[src/rtl/xgmii_pause_rx.sv]
// xgmii_pause_rx: 802.3x PAUSE responder on the 64-bit XGMII RX path; holds pause_active for received quanta
// Ports: clk156 / reset (async, active-high); xgmii_rxd / xgmii_rxc RX lanes (lane 0 = [7:0]);
//   pause_enable obeys received PAUSE; pause_active / pause_quanta timer state; pause_rx_valid accept pulse;
//   pause_frame_cnt saturating accept count, present only when XGMII_PAUSE_STATS_EN is defined.
module xgmii_pause_rx #(
  parameter logic [47:0] C_MAC_ADDR      = 48'h000A35000001,
  parameter int          C_QUANTA_CYCLES = 8
) (
  input  logic        clk156,
  input  logic        reset,
  input  logic [63:0] xgmii_rxd,
  input  logic [7:0]  xgmii_rxc,
  input  logic        pause_enable,
  output logic        pause_active,
  output logic [15:0] pause_quanta,
  output logic        pause_rx_valid
`ifdef XGMII_PAUSE_STATS_EN
  ,
  output logic [31:0] pause_frame_cnt
`endif
);
  localparam int PW = C_QUANTA_CYCLES > 1 ? $clog2(C_QUANTA_CYCLES) : 1;
  localparam logic [PW-1:0] P_LOAD = PW'(C_QUANTA_CYCLES - 1);
  typedef enum logic [2:0] {IDLE, HDR1, HDR2, HDR3, WAIT_TERM, ACCEPT, DISCARD} state_t;
  state_t state;
  logic [63:0] cur_d, a;
  logic [31:0] prev_d;
  logic [7:0] cur_c, ac;
  logic [3:0] prev_c;
  logic lane4, s0, s4, sel, start, term, err, da_ok, typ_ok, tick;
  logic [47:0] da;
  logic [15:0] q_hold, q_next;
  logic [PW-1:0] presc;
  assign s0 = cur_c[0] && cur_d[7:0] == 8'hFB;
  assign s4 = cur_c[4] && cur_d[39:32] == 8'hFB;
  // a lane0 start realigns in its own cycle; a lane4 start shows up as an aligned start one word later
  assign sel = lane4 && !s0;
  assign a = sel ? {cur_d[31:0], prev_d} : cur_d;
  assign ac = sel ? {cur_c[3:0], prev_c} : cur_c;
  assign start = ac[0] && a[7:0] == 8'hFB;
  assign da = {a[7:0], a[15:8], a[23:16], a[31:24], a[39:32], a[47:40]};
  assign da_ok = da == C_MAC_ADDR || da == 48'h0180C2000001;
  assign typ_ok = {a[39:32], a[47:40], a[55:48], a[63:56]} == 32'h8808_0001;
  assign tick = pause_quanta != 16'd0 && presc == '0;
  always_comb begin
    term = 1'b0;
    err = 1'b0;
    for (int i = 0; i < 8; i++) begin
      term = term | (ac[i] && a[8*i +: 8] == 8'hFD);
      err = err | (ac[i] && a[8*i +: 8] == 8'hFE);
    end
  end
  // an accept reload wins over a same-cycle decrement
  assign q_next = !pause_enable ? 16'd0 : state == ACCEPT ? q_hold : tick ? pause_quanta - 16'd1 : pause_quanta;
  always_ff @(posedge clk156 or posedge reset) begin
    if (reset) begin
      cur_d <= '0;
      cur_c <= '0;
      prev_d <= '0;
      prev_c <= '0;
      lane4 <= 1'b0;
      state <= IDLE;
      q_hold <= '0;
      presc <= P_LOAD;
      pause_quanta <= '0;
      pause_active <= 1'b0;
      pause_rx_valid <= 1'b0;
    end else begin
      cur_d <= xgmii_rxd;
      cur_c <= xgmii_rxc;
      prev_d <= cur_d[63:32];
      prev_c <= cur_c[7:4];
      lane4 <= s0 ? 1'b0 : s4 ? 1'b1 : lane4;
      pause_quanta <= q_next;
      pause_active <= q_next != 16'd0;
      pause_rx_valid <= state == ACCEPT && pause_enable;
      presc <= (state == ACCEPT && pause_enable) || tick ? P_LOAD : pause_quanta != 16'd0 ? presc - 1'b1 : presc;
      if (start) state <= HDR1;
      else case (state)
        HDR1: state <= term || err ? IDLE : da_ok ? HDR2 : DISCARD;
        HDR2: state <= term || err ? IDLE : typ_ok ? HDR3 : DISCARD;
        HDR3: begin
          state <= term || err ? IDLE : WAIT_TERM;
          q_hold <= {a[7:0], a[15:8]};
        end
        WAIT_TERM: state <= err ? DISCARD : term ? ACCEPT : WAIT_TERM;
        DISCARD: state <= term || ac == 8'hFF ? IDLE : DISCARD;
        default: state <= IDLE;
      endcase
    end
  end
`ifdef XGMII_PAUSE_STATS_EN
  always_ff @(posedge clk156 or posedge reset) begin
    if (reset) pause_frame_cnt <= '0;
    else if (pause_rx_valid && pause_frame_cnt != '1) pause_frame_cnt <= pause_frame_cnt + 1'b1;
  end
`endif
endmodule

[config.mk]
export PLATFORM = sky130hd
export DESIGN_NAME = xgmii_pause_rx
export DESIGN_NICKNAME = d
export VERILOG_FILES = /design/src/rtl/xgmii_pause_rx.sv
export SDC_FILE = /design/constraint.sdc
export NUM_CORES = 1
export LEC_CHECK = 0
export CELL_PAD_IN_SITES_DETAIL_PLACEMENT = 1
export CELL_PAD_IN_SITES_GLOBAL_PLACEMENT = 2
export CORE_ASPECT_RATIO = 1.4
export CORE_MARGIN = 4
export CORE_UTILIZATION = 33
export CTS_BUF_LIST = sky130_fd_sc_hd__clkbuf_4 sky130_fd_sc_hd__clkbuf_8
export CTS_CLUSTER_SIZE = 24
export DETAILED_ROUTE_END_ITERATION = 7
export PLACE_DENSITY_LB_ADDON = 0.12
export SYNTH_ARGS = -nofsm -noshare
export SYNTH_HDL_FRONTEND = slang
export SYNTH_SLANG_ARGS = --single-unit
[constraint.sdc]
create_clock -name clk156 -period 5.4 [get_ports clk156]
set_clock_uncertainty 0.1 [all_clocks]
set_input_delay 1.08 -clock clk156 [delete_from_list [all_inputs] [get_ports clk156]]
set_output_delay 1.08 -clock clk156 [all_outputs]
set_load 0.005 [all_outputs]
* Word level (Yosys, flattened, before mapping)
Cells that the tools add are included.
** Word-level totals
- Bits in registers :: 149
- Bits of input ports :: 75
- Output and inout port bits :: 18
- Logic and storage cells :: 109
** Operators by class
- Add/subtract/negate cells :: 2
- Equal/unequal tests :: 29
- Multiplexer cells :: 19
- Bitwise logic cells :: 15
- Reductions and logical operators :: 33
** Operators by type and width (count)
- $eq A8 B8 Y1 const B :: 20
- $mux W64 :: 1
- $eq A48 B36 Y1 const B :: 1
- $eq A48 B41 Y1 const B :: 1
- $mux W16 :: 3
- $eq A32 B32 Y1 const B :: 1
- $reduce_bool A16 Y1 :: 2
- $mux W3 :: 9
- $logic_and A1 B1 Y1 :: 22
- $sub A16 B1 Y16 const B :: 1
- $pmux W3 S5 :: 1
- $or A1 B1 Y1 :: 14
- $eq A3 B3 Y1 const B :: 3
- $mux W8 :: 1
- $eq A3 B2 Y1 const B :: 2
- $logic_or A1 B1 Y1 :: 4
- $reduce_bool A2 Y1 :: 2
- $eq A3 B1 Y1 const B :: 1
- $logic_not A3 Y1 :: 1
- $mux W1 :: 3
- $sub A3 B1 Y3 const B :: 1
- $mux W2 :: 1
- $reduce_and A2 Y1 :: 1
- $logic_not A1 Y1 :: 1
- $not A1 Y1 :: 1

* Logic depth before layout (Yosys ltp)
Gate-level depths: netlist of the first run.
- Depth in word-level cells :: 18
- Depth in mapped cells :: 9
- Gate-level depth less buffers :: 9

* Least setup slack after synthesis of the first run
No wires, ideal clock.
- Kind :: register to register
- Start point :: reg presc[0]
- End point :: reg pause_active
- Setup time :: 0.133 ns
- Arrival time :: 2.707 ns
- Required time :: 5.167 ns
- Path slack :: 2.460 ns
- Cell stages (with the launch flop) :: 10
- Buffers on the path :: 0
- Period minus slack after synthesis :: 2.940 ns
- Cell sequence :: dfstp_2 inv_1 ha_1 or4b_2 or2_2 a2111oi_0 mux2i_1 o22ai_1 nor4_1 nand3_1
** On the way
- Cells in the longest elaborated chain, start to end :: 6
** Ends and longest elaborated chain
- start: declaration :: line 33 : logic [PW-1:0] presc;
- start signal: assignment :: line 77 : presc <= (state == ACCEPT && pause_enable) || tick ? P_LOAD : pause_quanta != 16'd0 ? presc - 1'b1 : presc;
- $logic_not A3 Y1 :: line 44 : assign tick = pause_quanta != 16'd0 && presc == '0;
- $logic_and A1 B1 Y1 :: line 44
- $mux W16 (3 in series) :: line 54 : assign q_next = !pause_enable ? 16'd0 : state == ACCEPT ? q_hold : tick ? pause_quanta - 16'd1 : pause_quanta;
- $reduce_bool A16 Y1 :: line 75 : pause_active <= q_next != 16'd0;
- end signal: assignment :: line 66 : pause_active <= 1'b0;
- end signal: assignment :: line 75
- end: declaration :: line 14 : output logic pause_active,
Every way passes these cells.
A chain may end at the register's enable or synchronous reset.

* Worst setup path in the final report of the first run
Ends and elaborated chain as after synthesis.

==> results of run 1 <==
## per-layer routing
metal  up-vias  share of wire (%)  wire [µm]  track usage (%)
met1      2391                 36       6570             19.4
met3        38                2.7        486             2.80
met2       102                 57      10400             34.9
met5         -                  0          0                0
li1       2231                  -          -                -
met4         0                3.6        659             9.01
## area by class of cell
| class | count | area, µm² | area share, % |
|---|---|---|---|
| Inverter | 17 | 68.8 | 0.889 |
| Multi-Input combinational cell | 358 | 2280 | 29.4 |
| Clock inverter | 14 | 173 | 2.23 |
| Sequential cell | 149 | 3730 | 48.2 |
| Tap cell | 240 | 300 | 3.88 |
| Clock buffer | 18 | 241 | 3.12 |
| Timing Repair Buffer | 96 | 951 | 12.3 |
## per-stage QoR
stage	utilization [%]	hold slack, ns	cells	area (µm²)
2_1_floorplan	-	0.266	543	6140
3_3_place_gp	40.4	0.285	860	7330
3_5_place_dp	40.4	0.291	860	7330
4_1_cts	42.7	0.308	892	7740
5_1_grt	42.7	0.316	892	7740
6_report	42.7	0.303	892	7740
## registers in the layout (all words and copies together), names as in the netlist
register and flops:
prev_d 32, cur_d 64, state 3, lane4 1
presc 3, pause_quanta 16, pause_rx_valid 1, pause_active 1
prev_c 4, q_hold 16, cur_c 8
## critical path, cell delays in order (launching register included)
cell       delay (ns)
dfstp_2          0.38
inv_1            0.07
ha_1             0.23
or4b_2           0.68
or2_2            0.36
a2111oi_0        0.49
mux2i_1          0.29
o22ai_1          0.12
nor4_1           0.26
nand3_1          0.10
## cell usage in the layout, fill, tap and decap left out, types with 4 or more instances in the layout
| master | netlist | routed |
|---|---|---|
| inv_6 | 0 | 6 |
| clkdlybuf4s50_1 | 0 | 92 |
| mux2i_1 | 23 | 23 |
| nand2_1 | 37 | 37 |
| nand3_1 | 22 | 22 |
| o22ai_1 | 6 | 6 |
| nand3b_1 | 5 | 5 |
| or3_1 | 13 | 13 |
| a211oi_1 | 5 | 5 |
| dfrtp_1 | 146 | 146 |
| nor2b_1 | 8 | 8 |
| nand4b_1 | 7 | 7 |
| or4_1 | 4 | 4 |
| a31oi_1 | 11 | 10 |
| a21oi_1 | 10 | 10 |
| nor2_1 | 23 | 23 |
| nor3_1 | 23 | 23 |
| nand4_1 | 22 | 22 |
| and3_1 | 4 | 4 |
| buf_4 | 0 | 4 |
| nor4_1 | 31 | 31 |
| o21ai_0 | 36 | 36 |
| clkbuf_8 | 0 | 17 |
| and3b_1 | 4 | 4 |
| inv_1 | 17 | 16 |
| nand2b_1 | 11 | 11 |
## report_power, final
| part | total (µW) | switching, µW | internal (µW) |
|---|---|---|---|
| clock | 909 | 442 | 467 |
| combinational | 274 | 144 | 130 |
| sequential | 1250 | 65.0 | 1180 |
| total | 2430 | 651 | 1780 |
## cell families (layout without fill, tap and decap cells)
logic type      count (synthesis)  count (layout)  share of synthesized area, %
xor+xnor                        2               2                         0.285
simple gates                  231             231                          21.7
compound gates                 97              97                          10.3
buf+inv                        36             145                          2.22
mux                            25              25                          4.12
flops                         149             149                          60.8
fa+ha+maj                       3               3                         0.612
## final timing paths
path | cells past startpoint | endpoint
max | 9 | pause_active
min | 0 | prev_d[28]
max reg2reg | 9 | pause_active
min reg2reg | 0 | prev_d[28]
max in group asynchronous | 3 | cur_d[61]
min in group asynchronous | 2 | cur_d[30]
==> summary.txt, run 1 <==
Die
  • Die Wd: 123 µm
  • Full die area: 20900 µm²
  • Initial Util: 33.8%
  • Core region area: 18100 µm²
  • Die Span Y: 169 µm
  • FP Rows: 58
  • Top Ports: 93

CTS
  • Clock-pin slew on the worst setup and hold paths: 0.08 ns
  • TritonCTS clock tree: built
  • Clk Latency, worst-skew pair: 0.46 ns
  • Max clock buf depth: 2
  • Root buf cell: clkbuf_8
  • CTS buffer count: 17
  • Clock Sinks: 149
  • Cts hold-fix bufs: 0
  • Setup Fix Bufs, Post-CTS: 0
  • # resized after CTS: 0
  • H-tree depth: 4

Global routing
  • Total track usage: 18.4%
  • Antenna violations before repair: 0
  • Global-route wire length before repair: 28.8 mm
  • Largest net degree at the start of global routing: 82
  • GR Overflow Total: 0
  • Vias in the first global route: 5108

Timing
  • Post-route minimum period: 3.20 ns
  • Setup-failing EPs final: 0
  • Max-slew violation count: 0
  • Final WS setup: 2.20 ns
  • Final Hold Viols: 0
  • Rel. slew slack: 43.7%
  • RSZ-0062 raised after global routing: no
  • Worst-Margin Slew: 0.843 ns
  • Fin Setup TNS: 0 ns
  • Period utilization: 59.2%
  • Max Freq: 313 MHz

Power and ir drop
  • Pwr/cell area: 314 nW/µm²
  • P_leak: 0.00316 µW
  • Total power draw: 2430 µW
  • Worst VDD drop: 0.179 mV

Yosys
  • Most frequent cell after synthesis: dfrtp_1
  • Syn_area_per_cell: 11.3 µm²
  • Cells after Synth: 543
  • Async SR Flop Fraction: 100%
  • Post-synth top cells: dfrtp_1 (146), nand2_1 (37), o21ai_0 (36)
  • Area contributors post-synth: dfrtp_1 (60%), mux2i_1 (3.8%), nor4_1 (3.2%), o21ai_0 (2.9%), nand2_1 (2.3%)
  • Post-synth EDFFs: 0
  • Synthesis-stage register bit count: 149
  • Most area-hungry cell type in the Yosys netlist: dfrtp_1
  • Yosys cell types: 63
  • Sequential area share after synthesis: 60.8%
  • Syn nets: 621
  • Ys flop type: dfrtp_1
  • Yosys warning count: 0
  • Post-synthesis cell area: 6140 µm²
  • Share of the synthesized area in the top cell type: 59.5%

Layout
  • Fillers: 2051
  • Synth-to-Final Area Change: 26.1%
  • Nets@finish: 717
  • Ant diodes: 0
  • Fraction of layout cells with a size suffix above 1: 8.28%

Detailed routing
  • Routed wire per std cell: 20.3 µm
  • Detailed Routing Iterations Pass 1: 4
  • Post-DRT Antenna Nets: 0
  • Initial DRC Count: 187
  • DRC viols: 0
  • Via Count: 4762
  • Drt total wl: 18.1 mm
  • Vias/cell: 5.34

Setup path
  • Crit path from: presc[0]
  • CP Data Arrival Time: 3.43 ns
  • FF-to-FF setup slack: 2.20 ns
  • Crit start category: flip-flop
  • Reg-to-Reg Start: presc[0]
  • Data required time of the worst path: 5.63 ns
  • CP Max Fanout: 5
  • Setup CP Type: reg -> reg
  • CP Capture Type: flip-flop

Worst hold path
  • HP Class: reg -> reg
  • Hold Path Origin: cur_d[60]

Placed design
  • Gpl congestion: 0.882
  • Input/output buffers: 92
  • Pre-CTS WS: 1.94 ns
  • Detailed placement HPWL: 14.1 mm

Outcome
  • Status: complete, no violations

Flow run
  • Max-cap violations: 0
Note: power is estimated with default switching activity, not from simulation.
==> run 2, diff against run 1 <==
CORE_UTILIZATION = 37   (was 33)
clock period = 3 ns   (was 5.4 ns; I/O delays follow)
==> summary.txt, run 2 (same netlist as run 1, synthesis figures left out) <==
Outcome
  • Status: complete, no violations

Layout
  • Largest register FFs: 64
  • Nets@finish: 742
  • Area used by multi-input combinational logic: 2310 µm²
  • Fraction of layout cells with a size suffix above 1: 12.3%
  • Final instance area: 7990 µm²
  • Biggest regs: cur_d: 64 flops, prev_d: 32 flops
  • Register area: 3730 µm²
  • Finished Layout Cells: 876
  • Synth-to-Final Area Change: 30.2%
  • Ant diodes: 0
  • Most frequent cells in the layout: dfrtp_1 (146), clkdlybuf4s50_1 (92), nand2_1 (37), o21ai_0 (35), nor4_1 (31)
  • Most flops, register: cur_d
  • Most common cell after layout, fill and taps aside: dfrtp_1
  • Fillers: 1722

Die
  • Initial Util: 37.8%
  • FP Rows: 55
  • Core region area: 16200 µm²
  • Full die area: 18700 µm²
  • Die Span Y: 160 µm
  • Top Ports: 93
  • Die Wd: 117 µm

Worst hold path
  • Hold-critical path endpoint: prev_d[25]
  • Hold Path Origin: cur_d[57]
  • HP Class: reg -> reg
  • WHS Path Cells: 0

Timing
  • Max Freq: 351 MHz
  • Fin Setup TNS: 0 ns
  • Period utilization: 94.9%
  • Final Hold Viols: 0
  • RSZ-0062 raised after global routing: no
  • Setup-failing EPs final: 0
  • Max-slew violation count: 0
  • Worst-Margin Slew: 0.649 ns
  • Post-route minimum period: 2.85 ns
  • Rel. slew slack: 56.7%
  • Final WS setup: 0.153 ns

CTS
  • Max clock buf depth: 2
  • H-tree depth: 4
  • Cts hold-fix bufs: 0
  • Setup Fix Bufs, Post-CTS: 0
  • CTS buffer count: 17
  • TritonCTS clock tree: built
  • Root buf cell: clkbuf_8
  • Clock-pin slew on the worst setup and hold paths: 0.09 ns
  • Clk Latency, worst-skew pair: 0.44 ns
  • Clock Sinks: 149

Placed design
  • Gpl congestion: 0.861
  • Input/output buffers: 92
  • Pre-CTS WS: -0.188 ns
  • Post-placement cell count: 844
  • Placed cell area: 7510 µm²
  • Detailed placement HPWL: 14.7 mm

Detailed routing
  • DRC viols: 0
  • Detailed Routing Iterations Pass 1: 4
  • Vias/cell: 5.62
  • Initial DRC Count: 219
  • Via Count: 4920
  • Post-DRT Antenna Nets: 0
  • Routed wire per std cell: 20.9 µm
  • Drt total wl: 18.3 mm

Setup path
  • FF-to-FF setup slack: 0.15 ns
  • CP Capture Type: flip-flop
  • Worst R2R End: pause_active
  • Reg-to-Reg Start: pause_quanta[9]
  • Crit start category: flip-flop
  • Reg2Reg Depth: 8
  • CP Data Arrival Time: 3.05 ns
  • Data required time of the worst path: 3.21 ns
  • Setup CP Type: reg -> reg
  • CP Max Fanout: 8

Global routing
  • Vias in the first global route: 5447
  • Largest net degree at the start of global routing: 39
  • Total track usage: 20.4%
  • Antenna violations before repair: 0
  • GR Overflow Total: 0
  • Global-route wire length before repair: 29.1 mm

Power and ir drop
  • P_leak: 0.00332 µW
  • Pwr/cell area: 565 nW/µm²
  • Total power draw: 4520 µW
  • Worst VDD drop: 0.332 mV

Flow run
  • Max-cap violations: 0
run 2: area by class of cell:
type | instances | area share (%)
Clock buffer | 21 | 3.54
Clock inverter | 11 | 2.00
Inverter | 17 | 0.845
Multi-Input combinational cell | 358 | 28.9
Sequential cell | 149 | 46.7
Tap cell | 199 | 3.11
Timing Repair Buffer | 121 | 14.9
run 2: worst max-delay path by stage:
stage,start,end,cells after the start
floorplan,presc[0],pause_active,9
global placement,presc[0],pause_active,10
detailed placement,presc[1],pause_active,10
CTS,presc[1],pause_active,10
global route,pause_quanta[9],pause_active,8
finish,pause_quanta[9],pause_active,8
run 2: report_power, final:
part           internal, µW  switching, µW  total [µW]  leakage (µW)
registers              2130            103        2230       0.00182
logic                   280            291         571       0.00128
clock network           919            796        1720      0.000220
run 2: metal layers:
metal,GRT usage [%],routed length [µm],vias up
li1,-,-,2283
met1,20.9,6550,2459
met2,39.1,10600,139
met3,4.07,546,39
met4,8.40,659,0
met5,0,0,-
run 2: stage by stage:
step | hold slack (ns) | util, %
floorplan | 0.266 | -
global placement | 0.276 | 46.3
detailed placement | 0.286 | 46.3
CTS | 0.300 | 49.1
global route | 0.311 | 49.2
finish | 0.300 | 49.2
run 2: timing repair:
item / CTS / global route
gates resized for setup: 3 / 6
pin swaps: 0 / 1
endpoints found under the setup margin: 1 / 1
run 2: critical path, stage by stage (launching register included):
cell and delay [ns]:
dfrtp_1 0.43, or4_1 0.67, nor3_4 0.32, buf_4 0.22, a211o_1 0.30, or3_1 0.16, a31oi_1 0.11, nor4_1 0.28
nand3_1 0.11
